`src/rtl/touch_key_decoder_pkg.sv`:
```
// Shared types and default timing for the touch key front end.
// Holds the classifier state encoding and small elaboration-time helpers.
package touch_key_decoder_pkg;

  typedef enum logic [2:0] {
    IDLE      = 3'd0,
    PRESS1    = 3'd1,
    GAP       = 3'd2,
    PRESS2    = 3'd3,
    LONG_HOLD = 3'd4
  } state_t;

  // Defaults assume a 50 MHz system clock.
  localparam logic DEF_KEY_ACTIVE     = 1'b1;
  localparam int   DEF_DEBOUNCE_CYC   = 1_000_000;
  localparam int   DEF_LONG_CYC       = 50_000_000;
  localparam int   DEF_DOUBLE_GAP_CYC = 15_000_000;

  function automatic int max_int(input int a, input int b);
    return (a > b) ? a : b;
  endfunction

  function automatic int cnt_width(input int n);
    return (n > 1) ? $clog2(n) : 1;
  endfunction

endpackage

```
`src/rtl/touch_key_decoder_if.sv`:
```
// Pad input and gesture event outputs of the touch key decoder.
// The decoder side uses master; LED/mode controllers use slave.
interface touch_key_decoder_if;
  logic touch_key;
  logic key_level;
  logic press_pulse;
  logic release_pulse;
  logic short_pulse;
  logic long_pulse;
  logic double_pulse;
  logic holding;

  modport master (
    input  touch_key,
    output key_level,
    output press_pulse,
    output release_pulse,
    output short_pulse,
    output long_pulse,
    output double_pulse,
    output holding
  );

  modport slave (
    output touch_key,
    input  key_level,
    input  press_pulse,
    input  release_pulse,
    input  short_pulse,
    input  long_pulse,
    input  double_pulse,
    input  holding
  );
endinterface

```
`src/rtl/touch_key_decoder_key_debounce.sv`:
```
// Synchronises the raw pad level, normalises polarity and debounces it.
// Exposes next-cycle edge strobes so the classifier can update alongside the pulses.
module touch_key_decoder_key_debounce
  import touch_key_decoder_pkg::*;
#(
  parameter logic KEY_ACTIVE   = DEF_KEY_ACTIVE,
  parameter int   DEBOUNCE_CYC = DEF_DEBOUNCE_CYC
) (
  input  logic sys_clk,
  input  logic sys_rst_n,
  input  logic touch_key,
  output logic key_level,
  output logic press_pulse,
  output logic release_pulse,
  output logic press_evt,
  output logic release_evt
);

  localparam int             CNT_W    = cnt_width(DEBOUNCE_CYC);
  localparam logic [CNT_W-1:0] CNT_LAST = CNT_W'(DEBOUNCE_CYC - 1);

  logic             sample;
  logic             sync_p0;
  logic             sync_p1;
  logic [CNT_W-1:0] cnt;
  logic             flip;

  // A constant XOR, so the synchroniser still sees a single raw path.
  assign sample = touch_key ^ ~KEY_ACTIVE;

  assign flip        = (sync_p1 != key_level) && (cnt == CNT_LAST);
  assign press_evt   = flip & sync_p1;
  assign release_evt = flip & ~sync_p1;

  always_ff @(posedge sys_clk or negedge sys_rst_n) begin
    if (!sys_rst_n) begin
      sync_p0       <= 1'b0;
      sync_p1       <= 1'b0;
      cnt           <= '0;
      key_level     <= 1'b0;
      press_pulse   <= 1'b0;
      release_pulse <= 1'b0;
    end else begin
      sync_p0       <= sample;
      sync_p1       <= sync_p0;
      press_pulse   <= press_evt;
      release_pulse <= release_evt;
      if (sync_p1 == key_level) begin
        cnt <= '0;
      end else if (flip) begin
        cnt       <= '0;
        key_level <= sync_p1;
      end else begin
        cnt <= cnt + CNT_W'(1);
      end
    end
  end

endmodule

```
`src/rtl/touch_key_decoder.sv`:
```
// Touch pad front end: debounced level plus press/release/short/long/double pulses.
// The classifier FSM runs on the debounced edges and owns the gesture timer.
module touch_key_decoder
  import touch_key_decoder_pkg::*;
#(
  parameter logic KEY_ACTIVE     = DEF_KEY_ACTIVE,
  parameter int   DEBOUNCE_CYC   = DEF_DEBOUNCE_CYC,
  parameter int   LONG_CYC       = DEF_LONG_CYC,
  parameter int   DOUBLE_GAP_CYC = DEF_DOUBLE_GAP_CYC
) (
  input  logic                  sys_clk,
  input  logic                  sys_rst_n,
  touch_key_decoder_if.master   bus
);

  localparam int                 TIMER_W   = cnt_width(max_int(LONG_CYC, DOUBLE_GAP_CYC));
  localparam logic [TIMER_W-1:0] LONG_LAST = TIMER_W'(LONG_CYC - 1);
  localparam logic [TIMER_W-1:0] GAP_LAST  = TIMER_W'(DOUBLE_GAP_CYC - 1);
  localparam logic [TIMER_W-1:0] TIMER_MAX = '1;

  logic               key_level;
  logic               press_pulse;
  logic               release_pulse;
  logic               press_evt;
  logic               release_evt;
  state_t             state;
  logic [TIMER_W-1:0] timer;
  logic               short_pulse;
  logic               long_pulse;
  logic               double_pulse;
  logic               holding;

  touch_key_decoder_key_debounce #(
    .KEY_ACTIVE   (KEY_ACTIVE),
    .DEBOUNCE_CYC (DEBOUNCE_CYC)
  ) u_debounce (
    .sys_clk       (sys_clk),
    .sys_rst_n     (sys_rst_n),
    .touch_key     (bus.touch_key),
    .key_level     (key_level),
    .press_pulse   (press_pulse),
    .release_pulse (release_pulse),
    .press_evt     (press_evt),
    .release_evt   (release_evt)
  );

  // Edges are tested before timeouts so an edge always wins a same-cycle tie.
  always_ff @(posedge sys_clk or negedge sys_rst_n) begin
    if (!sys_rst_n) begin
      state        <= IDLE;
      timer        <= '0;
      short_pulse  <= 1'b0;
      long_pulse   <= 1'b0;
      double_pulse <= 1'b0;
      holding      <= 1'b0;
    end else begin
      short_pulse  <= 1'b0;
      long_pulse   <= 1'b0;
      double_pulse <= 1'b0;
      if (timer != TIMER_MAX) begin
        timer <= timer + TIMER_W'(1);
      end
      case (state)
        IDLE: begin
          timer <= '0;
          if (press_evt) begin
            state <= PRESS1;
          end
        end
        PRESS1: begin
          if (release_evt) begin
            state <= GAP;
            timer <= '0;
          end else if (timer == LONG_LAST) begin
            long_pulse <= 1'b1;
            holding    <= 1'b1;
            state      <= LONG_HOLD;
            timer      <= '0;
          end
        end
        LONG_HOLD: begin
          timer <= '0;
          if (release_evt) begin
            holding <= 1'b0;
            state   <= IDLE;
          end
        end
        GAP: begin
          if (press_evt) begin
            state <= PRESS2;
            timer <= '0;
          end else if (timer == GAP_LAST) begin
            short_pulse <= 1'b1;
            state       <= IDLE;
            timer       <= '0;
          end
        end
        PRESS2: begin
          if (release_evt) begin
            double_pulse <= 1'b1;
            state        <= IDLE;
            timer        <= '0;
          end else if (timer == LONG_LAST) begin
            double_pulse <= 1'b1;
            holding      <= 1'b1;
            state        <= LONG_HOLD;
            timer        <= '0;
          end
        end
        default: begin
          holding <= 1'b0;
          state   <= IDLE;
          timer   <= '0;
        end
      endcase
    end
  end

  assign bus.key_level     = key_level;
  assign bus.press_pulse   = press_pulse;
  assign bus.release_pulse = release_pulse;
  assign bus.short_pulse   = short_pulse;
  assign bus.long_pulse    = long_pulse;
  assign bus.double_pulse  = double_pulse;
  assign bus.holding       = holding;

endmodule
```
`src/flat_wrapper.sv`:
```
// flat-port wrapper written by rule: the top's interface ports become plain ports
module touch_key_decoder_flat import touch_key_decoder_pkg::*;
#(
  parameter logic KEY_ACTIVE     = DEF_KEY_ACTIVE,
  parameter int   DEBOUNCE_CYC   = DEF_DEBOUNCE_CYC,
  parameter int   LONG_CYC       = DEF_LONG_CYC,
  parameter int   DOUBLE_GAP_CYC = DEF_DOUBLE_GAP_CYC
)
  (sys_clk, sys_rst_n, bus_touch_key, bus_key_level, bus_press_pulse, bus_release_pulse, bus_short_pulse, bus_long_pulse, bus_double_pulse, bus_holding);
  touch_key_decoder_if bus_i ();
  input  logic sys_clk;
  input  logic sys_rst_n;
  input wire logic [$bits(bus_i.touch_key)-1:0] bus_touch_key;
  output wire logic [$bits(bus_i.key_level)-1:0] bus_key_level;
  output wire logic [$bits(bus_i.press_pulse)-1:0] bus_press_pulse;
  output wire logic [$bits(bus_i.release_pulse)-1:0] bus_release_pulse;
  output wire logic [$bits(bus_i.short_pulse)-1:0] bus_short_pulse;
  output wire logic [$bits(bus_i.long_pulse)-1:0] bus_long_pulse;
  output wire logic [$bits(bus_i.double_pulse)-1:0] bus_double_pulse;
  output wire logic [$bits(bus_i.holding)-1:0] bus_holding;
  assign bus_i.touch_key = bus_touch_key;
  assign bus_key_level = bus_i.key_level;
  assign bus_press_pulse = bus_i.press_pulse;
  assign bus_release_pulse = bus_i.release_pulse;
  assign bus_short_pulse = bus_i.short_pulse;
  assign bus_long_pulse = bus_i.long_pulse;
  assign bus_double_pulse = bus_i.double_pulse;
  assign bus_holding = bus_i.holding;
  touch_key_decoder #(.KEY_ACTIVE(KEY_ACTIVE), .DEBOUNCE_CYC(DEBOUNCE_CYC), .LONG_CYC(LONG_CYC), .DOUBLE_GAP_CYC(DOUBLE_GAP_CYC)) u_core (.sys_clk(sys_clk), .sys_rst_n(sys_rst_n), .bus(bus_i));
endmodule
```
`config.mk`:
```
export PLATFORM = sky130hd
export DESIGN_NAME = touch_key_decoder_flat
export DESIGN_NICKNAME = d
export VERILOG_FILES = /design/src/rtl/touch_key_decoder_pkg.sv /design/src/rtl/touch_key_decoder_if.sv /design/src/rtl/touch_key_decoder_key_debounce.sv /design/src/rtl/touch_key_decoder.sv /design/src/flat_wrapper.sv
export SDC_FILE = /design/constraint.sdc
export NUM_CORES = 1
export LEC_CHECK = 0
export CORE_UTILIZATION = 30
export CTS_CLUSTER_DIAMETER = 80
export DETAILED_ROUTE_END_ITERATION = 10
export PLACE_DENSITY = 0.47
export SYNTH_ARGS = -nofsm -noshare
export SYNTH_HDL_FRONTEND = slang
export SYNTH_SLANG_ARGS = --single-unit
```
`constraint.sdc`:
```
create_clock -name sys_clk -period 5.7 [get_ports sys_clk]
set_input_delay 1.14 -clock sys_clk [delete_from_list [all_inputs] [get_ports sys_clk]]
set_output_delay 1.14 -clock sys_clk [all_outputs]
set_load 0.01 [all_outputs]
```
; ---- Word level (Yosys, flattened, before mapping)
; Cells that the tools add are included.
; W data, S select, Z words.
[totals]
reg_bits = 58
word_cells = 69
[classes]
add_sub_neg = 2
eq_ne = 15
muxes = 28
bitwise = 5
n_reduce_logical = 7
[op_table]
columns = operator, n
row1 = $mux W26, 5
row2 = $pmux W26 S2, 1
row3 = $mux W20, 2
row4 = $add A26 B1 Y26 const B, 1
row5 = $eq A26 B24 Y1 const B, 1
row6 = $eq A26 B26 Y1 const B, 1
row7 = $ne A26 B26 Y1 const B, 1
row8 = $mux W3, 7
row9 = $add A20 B1 Y20 const B, 1
row10 = $eq A20 B20 Y1 const B, 1
row11 = $pmux W3 S5, 1
row12 = $mux W1, 11
row13 = $eq A3 B2 Y1 const B, 2
row14 = $ne A2 B2 Y1 const B, 3
row15 = $reduce_and A4 Y1, 1
row16 = $reduce_or A2 Y1, 2
row17 = $eq A3 B1 Y1 const B, 1
row18 = $eq A3 B3 Y1 const B, 1
row19 = $logic_not A3 Y1, 1
row20 = $ne A3 B2 Y1 const B, 1
row21 = $not A1 Y1, 3
row22 = $pmux W1 S3, 1
row23 = $reduce_and A3 Y1, 1
row24 = $and A1 B1 Y1, 2
row25 = other kinds (5), 5

; ---- Logic depth before layout (Yosys ltp)
; Gate-level depths: netlist (run 1).
[depth]
depth_word = 5
mapped_depth = 8
mapped_depth_nobuf = 6

; ---- Cells and area by module
; From an unflattened synthesis (run 1), not the netlist that was laid out.
[unflattened]
hier_cells = 321
area_unflattened_um2 = 3042.9
[modules_own_cells]
columns = mod, n_inst, cells_per_inst, area_per_inst_um2
row1 = touch_key_decoder, 1, 205, 1875.5
row2 = touch_key_decoder_key_debounce, 1, 116, 1167.4

; ---- Worst setup path after synthesis (run 1)
; No wires, ideal clock.
[synth_timing]
path_kind = register to register
from = reg u_core.u_debounce.cnt[8]
to = reg u_core.timer[6]
setup_ns = 0.119
arrival_time_ns = 1.967
t_required_ns = 5.581
slack_ns = 3.614
path_stages_with_launch = 7
n_path_buf = 1
path_cell_list = dfrtp_1 or4b_4 nor4_4 a32oi_1 a22oi_4 buf_6 nor2_1
[synth_via]
elab_chain_len = 5
word_cells_on_any_way = 7
[synth_lines]
columns = element, line_no
row1 = from (decl), touch_key_decoder_key_debounce.sv:25  ; logic [CNT_W-1:0] cnt;
row2 = from (signal assigned), touch_key_decoder_key_debounce.sv:54  ; cnt <= cnt + CNT_W'(1);
row3 = $eq A20 B20 Y1 *, touch_key_decoder_key_debounce.sv:31  ; assign flip = (sync_p1 != key_level) && (cnt == CNT_LAST);
row4 = $logic_and A1 B1 Y1 *, touch_key_decoder_key_debounce.sv:31
row5 = $and A1 B1 Y1 (on tied branches), "touch_key_decoder_key_debounce.sv:33, touch_key_decoder_key_debounce.sv:32"
row6 = $mux W26 (on tied branches), "touch_key_decoder.sv:71, touch_key_decoder.sv:89"
row7 = $pmux W26 S2 *, touch_key_decoder.sv:63  ; case (state)
row8 = to (signal assigned), touch_key_decoder.sv:61  ; timer <= timer + TIMER_W'(1);
row9 = to (decl), touch_key_decoder.sv:27  ; logic [TIMER_W-1:0] timer;
; Mark *: on every way between the ends. The rest lies on a longest branch, timed or not.
; A chain may end at the register's enable or synchronous reset.

; ---- Final worst setup path (run 1)
[layout_timing]
from = reg u_core.timer[9]
to = reg u_core.timer[17]
[layout_via]
elab_chain_len = 5
word_cells_on_any_way = 10
[layout_lines]
columns = element, line_no
row1 = $add A26 B1 Y26 or $ne A26 B26 Y1 (tied branches), "touch_key_decoder.sv:61, touch_key_decoder.sv:60"
row2 = $mux W26, touch_key_decoder.sv:60  ; if (timer != TIMER_MAX) begin
row3 = $mux W26 (on tied branches), "touch_key_decoder.sv:74, touch_key_decoder.sv:103, touch_key_decoder.sv:92"
row4 = $mux W26 (on tied branches), "touch_key_decoder.sv:71, touch_key_decoder.sv:89"
row5 = $pmux W26 S2 *, touch_key_decoder.sv:63
; Marks and branches as above.

==> flow_metrics.py, run 1 <==
metrics = {
    "hold_path": {
        "min_path_type": "flop to flop",
        "min_path_cells": 0,
    },
    "timing": {
        "worst_slack_ns": 3.13,
        "max_freq_ghz": 0.389,
        "clock_skew_ns": 0.0151,
        "worstMarginPinSlew_ns": 0.950,
        "rsz0062_at_grt": "no",
        "fin_crit_ns": 2.57,
        "relSlewSlack": 0.361,
        "drv_slew": 0,
        "finalSetupTns_ns": 0,
        "finalHoldViolCount": 0,
        "finalCritPeriodShare": 0.451,
        "setup_viol": 0,
    },
    "clock_network": {
        "clk_latency_ns": 0.35,
        "cts_resized": 0,
        "cts.sink_count": 58,
        "cts.reportedPaths.clkPinSlew_ns": 0.07,
        "cts-hold-fix-buffers": 0,
        "cts_setup_buffers": 0,
        "tritoncts": "yes",
        "cts-root-buf": "clkbuf_8",
        "clock_path_buffers": 2,
        "numCtsBuffers": 9,
        "htreeDepth": 3,
    },
    "finish": {
        "antennaDiodeCount": 0,
        "fin_nets": 327,
        "fin_area_um2": 3480,
        "instances_no_fill": 460,
        "area_growth_pct": 14.2,
        "drive_above_1_share": 0.110,
    },
    "setup_path": {
        "critPathMaxFanout": 26,
        "cpPeakStageDelay_ns": 0.66,
        "cp_slowest_cell": "a22oi_4",
        "path_class": "flop to flop",
        "cp_cell_sequence": "or4_1 -> nor4_2 -> a32oi_1 -> a22oi_4 -> nor2_1",
        "crit_path_end_kind": "flop",
        "ff2ff_path_depth": 5,
        "cp.required_ns": 5.89,
        "cp-start-kind": "flop",
        "worst-endpoint-arrival_ns": 2.76,
    },
    "route": {
        "wl_mm": 6.50,
        "drtIter0Drc": 179,
        "num_vias": 2288,
        "drc": 0,
        "via_per_inst": 4.97,
        "drtAntennaViolNets": 0,
        "wl_per_cell_um": 14.1,
        "dr.pass1.iters": 4,
    },
    "power": {
        "ir_worst_vdd_uv": 109,
        "power_density_nw_per_um2": 255,
        "total_leakage_power_nw": 1.32,
    },
    "global_route": {
        "grt_antenna_before_repair": 0,
        "grt_max_degree": 59,
        "grt-ovfl-total": 0,
        "grt_pass1_wl_mm": 11.3,
        "grtUsageTotal": 0.142,
        "grt_pass1_vias": 2263,
    },
    "yosys": {
        "ys_ff_latch": 58,
        "syn_nets": 316,
        "yosys_warnings": 0,
        "synth_cell_types": 49,
        "synth_area_per_cell_um2": 9.81,
        "synthArstFlopShare": 1.00,
        "synth_edf_count": 0,
        "yosysSeqAreaShare": 0.476,
        "synth_area_um2": 3050,
        "synth-main-ff-cell": "dfrtp_1",
        "synthCells": 311,
    },
    "floorplanning": {
        "io-pin-count": 10,
        "die_h_um": 103,
        "die-area_um2": 10600,
        "coreArea_um2": 9820,
        "die_x_um": 103,
        "start_util": 0.311,
        "fp-row-count": 36,
    },
    "placement": {
        "dpl-instance-area_um2": 3250,
        "place_ws_ns": 3.09,
        "dp.final_hpwl_mm": 4.28,
        "placed_cells": 444,
        "port-buffer-count": 9,
        "place.gp.congestion": 0.747,
    },
    "run": {
        "maxCapViolCount": 0,
    },
    "status": {
        "status": "complete, no violations",
    },
}
## cell families after synthesis
family,synth area share
XOR/XNOR,0.115
multiplexers,0.00328
AO/OA/AOI/OAI,0.0656
flip-flops,0.476
adder cells (fa/ha/maj),0.00820
AND/OR/NAND/NOR,0.303
buffers and inverters,0.0295
## layout by cell type, fill, tap and decap left out, types with 2 or more instances in the layout
cell type	n
nand4_2	2
nor4_1	12
clkdlybuf4s50_1	8
and2b_2	2
nor2_1	49
nor2_2	3
and3_1	5
and4_1	7
nor4_2	2
a211oi_1	5
a2bb2oi_1	2
buf_4	2
inv_1	6
nand4b_1	3
or4b_2	2
a21oi_1	10
ha_1	2
clkbuf_8	9
nand4_1	10
bufinv_16	3
nor3_1	10
nand3_1	21
nand2b_1	2
dfrtp_1	58
xnor2_1	31
or4_1	3
clkinv_2	3
xor2_1	9
nand2_1	24
## metal layers
layer	vias up	wire length [um]	track usage
met1	1111	3360	0.199
met3	8	261	0.0400
met2	38	2760	0.198
met5	-	0	0
met4	0	117	0.0737
li1	1131	-	-
## where the power goes
part	total [W]	internal [W]	switching, W
combinational	0.0000153	0.00000334	0.0000119
sequential	0.000416	0.000414	0.00000216
clock	0.000456	0.000288	0.000168
total	0.000888	0.000705	0.000182
## critical path, delay by kind of cell, from the launching register on
family / cells / cell delay, ns
AOI/OAI and AO/OA: 2 / 0.87
DFF: 1 / 0.42
and+or+nand+nor: 3 / 1.12
## cells in the mapped netlist (all sizes together), types with 2 or more instances
cell type | count | share of area
inv | 6 | 0.0074
nand3 | 21 | 0.034
a21oi | 10 | 0.016
or4 | 3 | 0.0074
a2bb2oi | 2 | 0.0057
nand2b | 2 | 0.0041
xor2 | 9 | 0.026
and4 | 7 | 0.020
clkbuf | 3 | 0.0041
and3 | 6 | 0.013
dfrtp | 58 | 0.48
or4b | 3 | 0.011
nand4b | 3 | 0.0086
ha | 2 | 0.0082
nand2 | 24 | 0.030
nor2 | 52 | 0.066
nand4 | 12 | 0.029
and2b | 2 | 0.0057
buf | 8 | 0.018
nor3 | 11 | 0.020
a211oi | 6 | 0.016
xnor2 | 31 | 0.089
nor4 | 15 | 0.040
## through the flow
step                      hold WS (ns)  power (W)  utilization
after floorplan                  0.331   0.000428            -
after global placement           0.377   0.000440        0.331
after detailed placement         0.374   0.000440        0.331
after CTS                        0.391   0.000901        0.355
after global routing             0.392   0.000924        0.355
final                            0.380   0.000888        0.355
## final cells by class
cell class / count / area (um^2)
Fill cell: 1018 / 6340
Multi-Input combinational cell: 236 / 1510
Sequential cell: 58 / 1450
Tap cell: 133 / 166
Clock buffer: 10 / 128
Clock inverter: 6 / 105
Timing Repair Buffer: 11 / 100
Inverter: 6 / 22.5
## state kept, by name (all words and copies together), names as in the netlist
| name | cells |
|---|---|
| u_core.bus.double_pulse | 1 |
| u_core.bus.holding | 1 |
| u_core.u_debounce.sync_p1 | 1 |
| u_core.bus.long_pulse | 1 |
| u_core.u_debounce.cnt | 20 |
| u_core.u_debounce.sync_p0 | 1 |
| u_core.timer | 26 |
| u_core.u_debounce.press_pulse | 1 |
| u_core.u_debounce.key_level | 1 |
| u_core.bus.short_pulse | 1 |
| u_core.state | 3 |
| u_core.u_debounce.release_pulse | 1 |
## worst paths after layout
check / slack [ns] / end / startpoint
worst max-delay path: 3.13 / u_core.timer[17] / u_core.timer[9]
worst min-delay path: 0.38 / u_core.u_debounce.sync_p1 / u_core.u_debounce.sync_p0
worst max register to register: 3.13 / u_core.timer[17] / u_core.timer[9]
worst min register to register: 0.38 / u_core.u_debounce.sync_p1 / u_core.u_debounce.sync_p0
max in group asynchronous: 4.27 / u_core.u_debounce.release_pulse / sys_rst_n
min in group asynchronous: 0.93 / u_core.u_debounce.cnt[5] / sys_rst_n
Power figures use the tool's default switching activity.
==> run 2: changes to the inputs <==
clock period = 2.5 ns   (was 5.7 ns; I/O delays follow)
==> run 2 against run 1 <==
Register-to-register slack worse by 2.8 ns. Cell count up 2.2%. Sequential power up 130%. Routed wire length down 0.12%. Utilization up 0.73 points. Via count up 2.6%.
==> flow_metrics.py, run 2 (synthesis gave the netlist of run 1 again) <==
metrics = {
    "timing": {
        "rsz0062_at_grt": "no",
        "worstMarginPinSlew_ns": 0.837,
        "finalCritPeriodShare": 0.878,
        "finalSetupTns_ns": 0,
        "drv_slew": 0,
        "relSlewSlack": 0.437,
        "finalHoldViolCount": 0,
        "max_freq_ghz": 0.456,
        "setup_viol": 0,
        "fin_crit_ns": 2.20,
        "clock_skew_ns": 0.00888,
    },
    "placement": {
        "place.gp.congestion": 0.758,
        "dp.final_hpwl_mm": 4.64,
        "port-buffer-count": 9,
        "placed_cells": 454,
    },
    "route": {
        "drtAntennaViolNets": 0,
        "wl_per_cell_um": 13.8,
        "drc": 0,
        "wl_mm": 6.49,
        "drtIter0Drc": 119,
        "dr.pass1.iters": 4,
        "num_vias": 2347,
        "via_per_inst": 4.99,
    },
    "power": {
        "total_leakage_power_nw": 1.37,
        "power_density_nw_per_um2": 525,
        "ir_worst_vdd_uv": 188,
    },
    "global_route": {
        "grt_antenna_before_repair": 0,
        "grt_max_degree": 32,
        "grtUsageTotal": 0.140,
        "grt-ovfl-total": 0,
        "grt_pass1_wl_mm": 11.0,
        "grt_pass1_vias": 2150,
    },
    "clock_network": {
        "numCtsBuffers": 9,
        "cts_setup_buffers": 0,
        "clock_path_buffers": 2,
        "tritoncts": "yes",
        "cts-hold-fix-buffers": 0,
        "cts.reportedPaths.clkPinSlew_ns": 0.06,
        "cts-root-buf": "clkbuf_8",
        "clk_latency_ns": 0.34,
        "htreeDepth": 3,
        "cts_resized": 0,
        "cts.sink_count": 58,
    },
    "setup_path": {
        "cp.required_ns": 2.70,
        "worst-endpoint-arrival_ns": 2.40,
        "critPathMaxFanout": 26,
        "cp-start-kind": "flop",
        "path_class": "flop to flop",
        "crit_path_end_kind": "flop",
    },
    "floorplanning": {
        "die_x_um": 103,
        "die-area_um2": 10600,
        "fp-row-count": 36,
        "io-pin-count": 10,
        "die_h_um": 103,
        "start_util": 0.311,
        "coreArea_um2": 9820,
    },
    "finish": {
        "instances_no_fill": 470,
        "area_growth_pct": 16.5,
        "regArea_um2": 1450,
        "drive_above_1_share": 0.139,
        "largest_reg_flops": 26,
        "fin_nets": 337,
        "top_regs": "u_core.timer x26, u_core.u_debounce.cnt x20, u_core.state x3",
        "layout.cells.most_common": "dfrtp_1",
        "final_cell_mix": "dfrtp_1, nor2_1, xnor2_1, nand2_1, nand3_1",
        "multi_input_area_um2": 1510,
        "fillers": 1041,
        "largest-register": "u_core.timer",
        "antennaDiodeCount": 0,
    },
    "hold_path": {
        "min_path_type": "primary input to asynchronous set/reset pin",
    },
    "status": {
        "status": "complete, no violations",
    },
    "run": {
        "maxCapViolCount": 0,
    },
}
## run 2: per-stage QoR
stage,worst slack (ns),utilization,hold slack [ns],area (um^2),total power (W)
detailed placement,0.283,0.341,0.335,3350,0.00101
floorplan,0.414,-,0.204,3050,0.000977
global placement,0.299,0.341,0.337,3350,0.00101
finish,0.305,0.362,0.182,3550,0.00187
CTS,0.269,0.362,0.188,3550,0.00190
global route,0.166,0.362,0.221,3550,0.00195
## run 2: final cells by class
type / instances / share of cell area
Sequential cell: 58 / 0.408
Timing Repair Buffer: 21 / 0.0563
Clock buffer: 11 / 0.0426
Tap cell: 133 / 0.0468
Clock inverter: 5 / 0.0148
Multi-Input combinational cell: 236 / 0.425
Inverter: 6 / 0.00634
## run 2: where the power goes
group	switching [W]	internal, W
logic	0.0000275	0.0000107
registers	0.00000502	0.000944
clock network	0.000371	0.000509
## run 2: path summary, 6_finish.rpt
check                                                from                        end  slack [ns]  depth (start not counted)
min in group sys_clk            u_core.u_debounce.sync_p0  u_core.u_debounce.sync_p1        0.35                          0
worst min-delay path                            sys_rst_n   u_core.u_debounce.cnt[2]        0.18                          1
worst min register to register  u_core.u_debounce.sync_p0  u_core.u_debounce.sync_p1        0.35                          0
worst max register to register   u_core.u_debounce.cnt[8]            u_core.timer[8]        0.30                          6
worst max-delay path             u_core.u_debounce.cnt[8]            u_core.timer[8]        0.30                          6
max in group asynchronous                       sys_rst_n            u_core.timer[8]        1.74                          2
## run 2: routing by layer
| metal | global-route usage | wire [um] |
|---|---|---|
| met4 | 0.0585 | 74 |
| met1 | 0.192 | 3190 |
| met5 | 0 | 0 |
| met2 | 0.202 | 2950 |
| met3 | 0.0447 | 274 |
## run 2: worst max-delay path, stage by stage (launching register included)
cell	delay, ns
dfrtp_1	0.43
or4b_4	0.57
nor4_4	0.35
a32oi_1	0.22
a22oi_4	0.23
buf_12	0.20
a311oi_1	0.06
